## src/rtl/systolic_skew_feeder.sv

```systemverilog
// Skews one LANES-wide vector per beat into a diagonal wavefront for a PE row, then drains.
// Define FEEDER_STATS_EN to add vec_count, a count of accepted beats since reset.
module systolic_skew_feeder #(
    parameter int unsigned LANES = 4,
    parameter int unsigned DW    = 32
) (
    input  logic                clk,
    input  logic                rst,
    input  logic                in_valid,
    output logic                in_ready,
    input  logic [LANES*DW-1:0] in_data,
    input  logic                in_last,
    output logic [LANES*DW-1:0] x_out,
    output logic [LANES-1:0]    x_valid,
    output logic                busy,
`ifdef FEEDER_STATS_EN
    output logic [31:0]         vec_count,
`endif
    output logic                done
);

    localparam int unsigned   CW      = (LANES > 1) ? $clog2(LANES) : 1;
    localparam logic [CW-1:0] CntLast = (LANES > 1) ? CW'(LANES - 2) : '0;

    typedef enum logic [1:0] {StIdle, StStream, StFlush} state_e;

    state_e        r_state, w_state_next;
    logic [CW-1:0] r_cnt, w_cnt_next;
    logic          r_done, w_done_next;
    logic          w_accept;

    assign in_ready = ~rst & (r_state != StFlush);
    assign w_accept = in_valid & in_ready;
    assign busy     = (r_state != StIdle);
    assign done     = r_done;

    always_comb begin
        w_state_next = r_state;
        w_cnt_next   = r_cnt;
        w_done_next  = 1'b0;
        case (r_state)
            StIdle, StStream: begin
                if (w_accept) begin
                    if (!in_last) begin
                        w_state_next = StStream;
                    end else if (LANES == 1) begin
                        // Single lane: the last element is already on x_out after this edge.
                        w_state_next = StIdle;
                        w_done_next  = 1'b1;
                    end else begin
                        w_state_next = StFlush;
                        w_cnt_next   = '0;
                    end
                end
            end
            StFlush: begin
                if (r_cnt == CntLast) begin
                    w_state_next = StIdle;
                    w_done_next  = 1'b1;
                end else begin
                    w_cnt_next = r_cnt + 1'b1;
                end
            end
            default: w_state_next = StIdle;
        endcase
    end

    always_ff @(posedge clk or posedge rst) begin
        if (rst) begin
            r_state <= StIdle;
            r_cnt   <= '0;
            r_done  <= 1'b0;
        end else begin
            r_state <= w_state_next;
            r_cnt   <= w_cnt_next;
            r_done  <= w_done_next;
        end
    end

    // Lane k is a (k+1)-deep chain; bubbles carry zero words so the PE MAC stays harmless.
    for (genvar k = 0; k < LANES; k++) begin : g_lane
        logic [k:0]         r_v;
        logic [k:0][DW-1:0] r_d;

        always_ff @(posedge clk or posedge rst) begin
            if (rst) begin
                r_v <= '0;
                r_d <= '0;
            end else begin
                r_v[0] <= w_accept;
                r_d[0] <= w_accept ? in_data[k*DW +: DW] : '0;
                for (int i = 1; i <= k; i++) begin
                    r_v[i] <= r_v[i-1];
                    r_d[i] <= r_d[i-1];
                end
            end
        end

        assign x_out[k*DW +: DW] = r_d[k];
        assign x_valid[k]        = r_v[k];
    end

`ifdef FEEDER_STATS_EN
    logic [31:0] r_vec_count;

    always_ff @(posedge clk or posedge rst) begin
        if (rst) begin
            r_vec_count <= '0;
        end else if (w_accept) begin
            r_vec_count <= r_vec_count + 32'd1;
        end
    end

    assign vec_count = r_vec_count;
`endif

endmodule

```

## config.mk

```make
export PLATFORM = sky130hd
export DESIGN_NAME = systolic_skew_feeder
export DESIGN_NICKNAME = d
export VERILOG_FILES = /design/src/rtl/systolic_skew_feeder.sv
export SDC_FILE = /design/constraint.sdc
export NUM_CORES = 1
export LEC_CHECK = 0
export CAP_MARGIN = 30
export CORE_MARGIN = 2
export CORE_UTILIZATION = 48
export DETAILED_ROUTE_END_ITERATION = 10
export HOLD_SLACK_MARGIN = 0.06
export PLACE_DENSITY_LB_ADDON = 0.3
export SLEW_MARGIN = 20
export SYNTH_ARGS = -nofsm -noshare
export SYNTH_HDL_FRONTEND = slang
export SYNTH_SLANG_ARGS = --single-unit
```

## constraint.sdc

```tcl
create_clock -name clk -period 11.7 [get_ports clk]
set_input_delay 1.755 -clock clk [delete_from_list [all_inputs] [get_ports clk]]
set_output_delay 1.755 -clock clk [all_outputs]
set_load 0.02 [all_outputs]
```

==> flow_results.org, run 1 <==
** Timing
- Setup repair after global routing left no endpoint under its margin.
- Period utilization :: 0.417
- Max-slew violation count :: 0
- Across the routed clock network, the largest skew measured is 23.9 ps.
- Max Freq :: 205 MHz
- Measured against its own limit, the worst slew margin works out to 0.403.
- Fin. Hold Viols :: 0
- Sum of negative setup slack :: 0 ps
- At the pin with the least slew margin, the transition time is 896 ps.
- Setup violations remaining at the end of the flow were counted as 0.
- Once routing completed, OpenROAD measured the worst setup slack at 6830 ps.
- Clock period minus final worst setup slack :: 4870 ps

** Hold path
- The worst hold path belongs to the class flop to flop.

** Die
- Placeable core area :: 20300 sq um
- Initial standard-cell utilization of the core :: 0.491
- The floorplan step defined a die boundary enclosing 21900 sq um.
- Chip Height :: 148 um
- Number of top-level pins :: 267
- Horiz. Die Dim :: 148 um
- Count of standard-cell rows :: 52

** Routing
- Wire length per cell after detailed routing :: 16.0 um
- Count of vias placed by the detailed router :: 4678
- After detailed routing, the number of vias per cell comes to 4.35.
- After detailed routing, the total wire length is 17.2 mm.
- Iteration-0 DRC Markers :: 114
- Post-detailed-route count of antenna-violating nets :: 0
- In the routed design, unresolved DRC markers number 0.
- The first detailed-routing pass ran for 4 iterations.

** Pwr
- Summed over all nets, the switching power comes to 0.558 mW.
- Fraction of power spent switching nets :: 0.218
- Flop pwr share :: 0.489
- Power density over the cells :: 191 nW/um^2
- Clk network pwr share :: 0.414
- The share of total power dissipated in combinational logic is 0.096.
- The internal power of the cells totals 2.00 mW.
- IR analysis of the VDD net gives a maximum drop of 154 uV.
- In this run the static leakage power is 6.45 nW.

** Global routing
- For this run, global-route usage on met3 was measured as 0.0595.
- Met1 Usage GRT :: 0.192
- The via count of the first global-routing pass is 5102.
- Summed over all layers, the global routing overflow is 0.
- GR Util met2 :: 0.271
- The initial antenna violation count is 0.
- The first global-routing pass estimated 27.1 mm of wire.
- Largest net degree at the start of global routing :: 178
- Most heavily used metal layer in global routing :: met2
- Total GRT Usage :: 0.160

** Clock network
- Clock-pin slew was measured on the worst setup and hold paths at 60 ps.
- Root buf cell :: clkbuf_16
- For this design, the CTS-stage hold fixing added 0 buffers.
- Gates resized during post-CTS repair numbered 0.
- Clock tree synthesis inserted a total of 34 buffers.
- Worst-skew pair later-pin latency :: 490 ps
- Number of buffers inserted by post-CTS setup repair :: 0
- The H-tree was split into 2 levels.
- TritonCTS built the clock tree.
- Clock tree synthesis found a total of 329 sinks.
- No sink is reached through more buffers than the 3 on the longest clock path.

** Setup path
- Arrival time worst endpoint :: 3120 ps
- Type of the worst setup path :: primary input to primary output
- Delay of the slowest critical-path stage :: 610 ps
- The worst setup path is launched from a primary input.
- The worst setup path is captured at a primary output.
- Worst reg2reg setup slack :: 9920 ps
- Critical Path Slowest Stage Cell :: clkdlybuf4s50_1
- Dominant cell type by count on the critical path :: clkdlybuf4s50_1
- Required time at the endpoint of the critical path :: 9950 ps
- Cell-by-cell trace of the critical path :: clkdlybuf4s50_1, nor2_1, clkdlybuf4s50_1
- Largest fanout of any net on the critical path :: 4

** Final layout
- Relative area change from synthesis to final layout :: 34.1%
- Number of inserted diodes :: 0
- Top library cells by usage in the layout, fill and taps aside :: 329 x dfrtp_1, 266 x clkdlybuf4s50_1, 129 x and2_1
- Nets :: 914
- Of the cells placed in the final design, the portion with a size suffix greater than 1 is 0.0807.
- Most frequent standard cell in the layout excluding fill and tap cells :: dfrtp_1

** Synthesis
- Simple-Gate Fraction of Synth Area :: 0.0867
- Of the synthesized area, sequential elements account for 0.826.
- In this run, synthesis produced a sequential element count of 329.
- Of the total synthesized cell area, the portion taken by XOR and XNOR cells is 0.
- Warnings from Yosys :: 0
- For this run, the leading register cell type out of synthesis is dfrtp_1.
- Main combinational cell family by area after synthesis :: simple AND/OR/NAND/NOR gates
- Number of flops mapped to enable cells by yosys :: 0
- Number of instances in the synthesized netlist :: 587
- After synthesis, the share of cell area in mux cells is 0.00113.
- Library cells used by synthesis :: 18
- FFs w/ async S/R, synth :: 1.00
- After synthesis the cells add up to 9970 sq um.
- Mean area per synthesized cell :: 17.0 sq um
- Of the total synthesized cell area, the portion taken by full adders, half adders and majority gates is 0.00126.
- The synthesized-area fraction occupied by ao, oa, aoi and oai cells was 0.00364.
- Syn Nets :: 720

** Placed design
- The HPWL after detailed placement is 10.7 mm.
- In this run the tool buffered the top-level ports with 266 buffer cells.
- Setup WS pre-CTS :: 6840 ps
- Routability-driven placement finished with a final weighted congestion of 0.758.

** Outcome
- Status :: complete, no violations

** Flow run
- Max_cap viols :: 0
-- worst max-delay path, delay by kind of cell --
family | cells | cell delay (ps)
simple gates | 1 | 160
buf+inv | 2 | 1200
-- sequential cells by signal, summed over array words and instances, names as in the netlist --
register / cells
g_lane.r_v: 4
g_lane.r_d: 224
r_cnt: 2
done: 1
r_state: 2
x_out: 96
-- metal layers --
metal | vias to the layer above | share of wire | routed length, um
met5 | - | 0 | 0
met4 | 0 | 0.022 | 381
met3 | 33 | 0.096 | 1650
met2 | 192 | 0.51 | 8740
met1 | 2366 | 0.37 | 6410
li1 | 2087 | - | -
-- final timing paths --
| check | endpoint | from | depth (start not counted) |
|---|---|---|---|
| worst max register to register | g_lane[1].r_d[14] | r_state[1] | 5 |
| worst min register to register | g_lane[3].r_d[95] | g_lane[3].r_d[63] | 0 |
| min in group asynchronous | g_lane[3].r_d[64] | rst | 2 |
| worst max-delay path | in_ready | rst | 3 |
| max in group asynchronous | g_lane[1].r_d[15] | rst | 3 |
| worst min-delay path | g_lane[3].r_d[95] | g_lane[3].r_d[63] | 0 |
-- area by class of cell --
type                            instances  area [sq um]
Tap cell                              270           338
Fill cell                            1400          6930
Inverter                                2          20.0
Timing Repair Buffer                  269          2710
Clock buffer                           44           970
Multi-Input combinational cell        145           931
Clock inverter                         16           169
Sequential cell                       329          8230
-- cell families (layout without fill, tap and decap cells) --
| group | count (synthesis) | in the layout |
|---|---|---|
| adders and majority gates | 1 | 1 |
| and+or+nand+nor | 137 | 137 |
| buffers and inverters | 113 | 331 |
| AOI/OAI and AO/OA | 6 | 6 |
| DFF | 329 | 329 |
| muxes | 1 | 1 |
-- stage by stage --
step,area [sq um],hold WS [ps],utilization,power (mW),cells
final,13400,327,0.659,2.56,1075
after detailed placement,12200,335,0.601,1.52,1014
after global routing,13400,342,0.659,2.67,1075
after global placement,12200,331,0.601,1.51,1014
after floorplan,9970,331,-,1.41,587
after CTS,13300,330,0.657,2.60,1074
-- synthesized netlist by cell type (2+ instances only) --
library cell  instances  area (sq um)
dfrtp_1             329          8230
inv_1                 2          7.51
a21oi_1               3          15.0
and2_1              129           807
nor2_1                3          11.3
clkbuf_2             11          55.1
buf_4                99           743
-- power by group through the flow --
| stage | logic (mW) | clock network (mW) | registers, mW |
|---|---|---|---|
| final | 0.247 | 1.06 | 1.25 |
| after global routing | 0.267 | 1.15 | 1.26 |
| after CTS | 0.250 | 1.10 | 1.25 |
| after detailed placement | 0.248 | 0 | 1.27 |
| after global placement | 0.241 | 0 | 1.27 |
| after floorplan | 0.137 | 0 | 1.28 |
Power figures use the tool's default switching activity.
==> run 2, diff against run 1 <==
--- a/config.mk
+++ b/config.mk
@@ -7,7 +7,7 @@
 export LEC_CHECK = 0
 export CAP_MARGIN = 30
 export CORE_MARGIN = 2
-export CORE_UTILIZATION = 48
+export CORE_UTILIZATION = 43
 export DETAILED_ROUTE_END_ITERATION = 10
 export HOLD_SLACK_MARGIN = 0.06
 export PLACE_DENSITY_LB_ADDON = 0.3
==> constraint.sdc (replaced) <==
create_clock -name clk -period 4.4 [get_ports clk]
set_input_delay 0.66 -clock clk [delete_from_list [all_inputs] [get_ports clk]]
set_output_delay 0.66 -clock clk [all_outputs]
set_load 0.02 [all_outputs]
==> run 2 against run 1 <==
Compared with the run above: non-clock buffer count grew 9; critical path type unchanged; critical path depth is the same; highest routed layer unchanged; flip-flop and latch count is the same; setup slack lost 5000 ps; largest power group unchanged.
==> flow_results.org, run 2 (same netlist as run 1, synthesis figures left out) <==
** Outcome
- Status :: complete, no violations

** Clock network
- The clock reaches the later pin of the worst-skew pair after 500 ps.
- Clock tree synthesis selected as its root buffer the cell clkbuf_16.
- After clock tree synthesis, the clock-pin slew on the worst setup and hold paths is 60 ps.
- Once the clock tree was built, the resizer swapped 0 gates to a different size.
- The H-tree generated during clock tree synthesis spans 2 levels.
- Clock tree from TritonCTS :: yes
- The number of hold buffers added after CTS was 0.
- Post-CTS timing repair inserted 0 buffers for setup.
- Number of buffers created by CTS :: 34
- The clock passes through at most 3 buffers.
- Sinks on Clock Net :: 329

** Final layout
- After routing the design area is 13400 sq um.
- 0 antenna diodes ended up in the layout.
- In the final layout, the multi-input gates occupy 931 sq um.
- Fraction of layout cells with a size suffix above 1 :: 0.0834
- Most frequent standard cell in the layout excluding fill and tap cells :: dfrtp_1
- Relative area change from synthesis to final layout :: 34.3%
- Top library cells by usage in the layout, fill and taps aside :: 329 x dfrtp_1, 266 x clkdlybuf4s50_1, 129 x and2_1
- More flip-flops sit in one register than any other, and that register is g_lane.r_d.
- The final layout contains 923 nets.
- Count of filler cells inserted in the layout :: 1671
- Across the whole layout, storage elements account for 8230 sq um.
- Utilization after layout :: 0.590
- The register with the most flip-flops in the layout has 224 of them.
- Finished Layout Cells :: 1100

** Timing
- At the pin with the least slew margin, the transition time is 792 ps.
- Final setup violation count :: 0
- Worst hold margin :: 339 ps
- In the final timing run, aggregate negative setup slack is 0 ps.
- Worst clock skew on the final layout :: 15.8 ps
- Relative slew margins :: 0.471
- For this run, the top clock speed supported by timing is 385 MHz.
- Once routing completed, OpenROAD measured the worst setup slack at 1810 ps.
- In the finished design, the share of the clock period the worst path needs comes to 0.590.
- For the finished layout, the period the worst path requires is 2590 ps.
- Fin. Hold Viols :: 0
- Setup repair after global routing left no endpoint under its margin.
- The number of pins with negative max-slew slack in the final report was 0.

** Setup path
- Crit start category :: primary input
- Arrival time worst endpoint :: 1930 ps
- STA classifies the critical path endpoint as a primary output.
- Required time at the endpoint of the critical path :: 3740 ps
- Largest fanout of any net on the critical path :: 4
- The worst setup path is of the primary input to primary output kind.

** Die
- Chip Height :: 156 um
- After floorplanning, the core was sized to cover 22700 sq um.
- In this run the core area contains 55 standard-cell rows.
- In this run the count of I/O pins placed on the die edge is 267.
- Initial standard-cell utilization of the core :: 0.439
- Die Outline Area :: 24400 sq um
- Horiz. Die Dim :: 156 um

** Global routing
- Global routing finished with a remaining overflow of 0.
- Entering global routing, the biggest net connects 88 pins.
- Across every metal layer, demand over resource in global routing totals 0.139.
- First-pass GRT wire length :: 26.5 mm
- The via count of the first global-routing pass is 5205.
- Number of antenna violations at the first check in global routing :: 0

** Routing
- For this run, design rule violations remaining after detail routing come to 0.
- For this run, the detailed router's first-pass iteration total came to 3.
- The final layout contains routed wiring with a total length of 16.5 mm.
- Iteration-0 DRC Markers :: 142
- Count of vias placed by the detailed router :: 4688
- Via/cell ratio :: 4.26
- Dividing the detail-routed wire length by the instance count gives 15.0 um.
- Post-detailed-route count of antenna-violating nets :: 0

** Placed design
- Final GP Congestion :: 0.778
- Once placement completed, the tool counted placed cells totaling 1039.
- Before CTS, the worst setup slack after placement is 1780 ps.
- Detailed placement ended at an HPWL of 11.1 mm.
- Buffers placed on the I/O ports in this run total 266.
- DP Area :: 12300 sq um

** Hold path
- Worst hold path type :: flop to flop

** Flow run
- Max_cap viols :: 0

** Pwr
- In this run the power density over the cells is 499 nW/um^2.
- VDD sags by at most 305 uV.
- Leakage :: 6.45 nW
- Overall Power :: 6.68 mW
-- run 2: worst max-delay path, cell delays in order --
cell and delay, ps:
clkdlybuf4s50_1 520, nor2_1 140, clkdlybuf4s50_1 610
-- run 2: path summary, 6_finish.rpt --
kind                                        start                 to  slack, ps  cells after the start
worst max-delay path                          rst           in_ready       1810                      3
worst min-delay path            g_lane[2].r_d[35]          x_out[67]        340                      0
worst max register to register         r_state[1]  g_lane[1].r_d[13]       2770                      4
worst min register to register  g_lane[2].r_d[35]          x_out[67]        340                      0
max in group asynchronous                     rst         x_out[120]       2720                      3
min in group asynchronous                     rst               done        800                      2
-- run 2: layer usage --
metal | track usage | part of all wire | up-vias
met3 | 0.0582 | 0.10 | 43
met1 | 0.165 | 0.37 | 2342
met5 | 0 | 0 | -
li1 | - | - | 2104
met4 | 0.0603 | 0.035 | 0
met2 | 0.225 | 0.49 | 199
-- run 2: power breakdown --
part / total (mW) / internal (mW) / switching [mW]
Sequential: 3.33 / 3.25 / 0.0754
Clock: 2.70 / 1.60 / 1.10
Combinational: 0.655 / 0.340 / 0.314
-- run 2: cell type report --
cell class / instances / share of cell area
repair buffers: 278 / 0.207
inverters: 2 / 0.000841
well taps: 285 / 0.0266
clock inverters: 11 / 0.00804
flip-flops and latches: 329 / 0.615
clock buffers: 50 / 0.0725
multi-input cells: 145 / 0.0695
==> run 3, diff against run 2 <==
--- a/config.mk
+++ b/config.mk
@@ -7,7 +7,7 @@
 export LEC_CHECK = 0
 export CAP_MARGIN = 30
 export CORE_MARGIN = 2
-export CORE_UTILIZATION = 43
+export CORE_UTILIZATION = 48
 export DETAILED_ROUTE_END_ITERATION = 10
 export HOLD_SLACK_MARGIN = 0.06
 export PLACE_DENSITY_LB_ADDON = 0.3
==> constraint.sdc (replaced) <==
create_clock -name clk -period 2.45 [get_ports clk]
set_input_delay 0.3675 -clock clk [delete_from_list [all_inputs] [get_ports clk]]
set_output_delay 0.3675 -clock clk [all_outputs]
set_load 0.02 [all_outputs]
==> run 3 against run 2 <==
Compared with the run above: sequential share of layout area rose by 0.057 points; register-to-register slack lost 1900 ps; highest routed layer unchanged; count of clock-buffer cells in the layout is 11 lower; largest power group unchanged; cell count is 2.1% lower; final area barely moved; via count shrank 1.6%; combinational power grew 83%.
==> flow_results.org, run 3 (same netlist as run 1, synthesis figures left out) <==
** Clock network
- The clock passes through at most 3 buffers.
- Number of buffers created by CTS :: 31
- Clk pin slew, worst setup/hold paths :: 60 ps
- Number of buffers inserted by post-CTS setup repair :: 0
- Total of hold buffers inserted after clock tree synthesis :: 0
- Worst-skew pair later-pin latency :: 530 ps
- TritonCTS built the clock tree.
- CTS built an H-tree with a depth of 1.
- The clock drives 329 sinks.
- The tree is rooted in a clkbuf_16.
- Post-CTS repair changed the size of 0 cells.

** Die
- Initial standard-cell utilization of the core :: 0.491
- The floorplan has 52 rows.
- In this run the vertical extent of the chip is 148 um.
- Horiz. Die Dim :: 148 um
- Placeable core area :: 20300 sq um
- The die covers 21900 sq um.
- 267 I/O pins were placed.

** Placed design
- Including well taps, the total number of placed cells is 1023.
- Post-DP HPWL :: 11.1 mm
- Final GP Congestion :: 0.753
- Buffers on Ports :: 266
- DP Area :: 12300 sq um

** Global routing
- Global routing finished with a remaining overflow of 0.
- Number of global-route vias before repair :: 5009
- Entering global routing, the biggest net connects 71 pins.
- The first global-routing pass estimated 26.5 mm of wire.
- Total GRT Usage :: 0.154
- The initial antenna violation count is 0.

** Routing
- Iteration-0 DRC Markers :: 110
- Detailed-route wire length :: 16.5 mm
- Length of the first detailed-routing pass in iterations :: 4
- Wire length per cell after detailed routing :: 15.3 um
- DRC violations left :: 0
- Via/cell ratio :: 4.28
- Post-detailed-route count of antenna-violating nets :: 0
- The detailed router placed 4611 vias in this run.

** Final layout
- Fraction of layout cells with a size suffix above 1 :: 0.0793
- Area occupied by registers :: 8230 sq um
- Nets :: 919
- Relative area change from synthesis to final layout :: 34.2%
- Top library cells by usage in the layout, fill and taps aside :: 329 x dfrtp_1, 266 x clkdlybuf4s50_1, 129 x and2_1
- Finished Layout Cells :: 1077
- The number of antenna diodes in the final layout is 0.
- Count of filler cells inserted in the layout :: 1401
- The register with the most flip-flops in the layout has 224 of them.
- Utilization after layout :: 0.659
- Most frequent standard cell in the layout excluding fill and tap cells :: dfrtp_1
- Cell area after layout :: 13400 sq um
- Ranked by flip-flop count, first place goes to g_lane.r_d.
- Summing all multi-input logic gate instances after layout gives 931 sq um.

** Hold path
- Worst hold path type :: primary input to async pin

** Setup path
- STA classifies the critical path endpoint as a primary output.
- Worst reg2reg setup slack :: 860 ps
- For the worst setup path, the data arrival time is 1840 ps.
- STA puts the critical path data required time at 2080 ps.
- Crit start category :: flop
- Largest fanout of any net on the critical path :: 6
- The critical path is of the flop to primary output type.
- For the worst flop-to-flop path, the logic depth is 4.

** Timing
- Relative slew margins :: 0.708
- On the final layout, the worst clock skew is 6.45 ps.
- Fin. Hold Viols :: 0
- Max Freq :: 453 MHz
- Unrepaired setup endpoints after global routing :: no
- Setup violations remaining at the end of the flow were counted as 0.
- For the final routed database, the setup TNS stands at 0 ps.
- In the finished design, the share of the clock period the worst path needs comes to 0.901.
- The routed design could run at a clock period as short as 2210 ps.
- Worst slew pin tran :: 438 ps
- The number of pins with negative max-slew slack in the final report is 0.

** Pwr
- IR analysis of the VDD net gives a maximum drop of 588 uV.
- Power density over the cells :: 890 nW/um^2
- In this run the static leakage power is 6.46 nW.

** Outcome
- Status :: complete, no violations

** Flow run
- Max_cap viols :: 0
## run 3: changes by cell type in the layout (fill, tap and decap cells not counted)
cell        previous run  this run
clkinv_8               1         0
clkbuf_8               6         2
clkbuf_16             34        31
buf_12                 2         7
buf_4                 10         4
clkinv_2               4         9
bufinv_16              1         5
inv_6                  2         0
clkinvlp_4             3         1
clkbuf_1              10         6
## run 3: metrics by stage
step / setup slack [ps] / hold slack, ps / total power, mW
finish: 244 / 252 / 11.9
global route: 174 / 263 / 12.4
CTS: 211 / 227 / 12.1
detailed placement: 446 / 335 / 7.29
global placement: 427 / 331 / 7.23
floorplan: -3250 / 331 / 6.75
## run 3: critical path: stages (launching register included)
cell	delay, ps
dfrtp_1	460
or2_2	320
clkdlybuf4s50_1	540
## run 3: worst paths after layout
kind	to	from
worst max-delay path	busy	r_state[0]
worst min register to register	g_lane[3].r_d[95]	g_lane[3].r_d[63]
min in group clk	g_lane[3].r_d[95]	g_lane[3].r_d[63]
max in group asynchronous	g_lane[2].r_d[19]	rst
worst max register to register	g_lane[3].r_d[21]	r_state[1]
worst min-delay path	r_state[1]	rst
## run 3: cell type report
cell class | count | share of cell area
flip-flops and latches | 329 | 0.616
repair buffers | 277 | 0.212
multi-input cells | 145 | 0.0696
clock buffers | 39 | 0.0617
well taps | 270 | 0.0253
clock inverters | 15 | 0.0152
inverters | 2 | 0.000842
## run 3: report_power, final
part | internal [mW] | total (mW) | switching (mW)
Combinational | 0.624 | 1.20 | 0.574
Clock | 2.90 | 4.73 | 1.84
Sequential | 5.84 | 5.97 | 0.139
Total | 9.36 | 11.9 | 2.55
## run 3: layer usage
layer / routed length, um / track usage / vias up
met5: 0 / 0 / -
met4: 312 / 0.0533 / 0
met3: 1310 / 0.0423 / 28
met2: 8640 / 0.269 / 185
met1: 6190 / 0.187 / 2311
li1: - / - / 2087
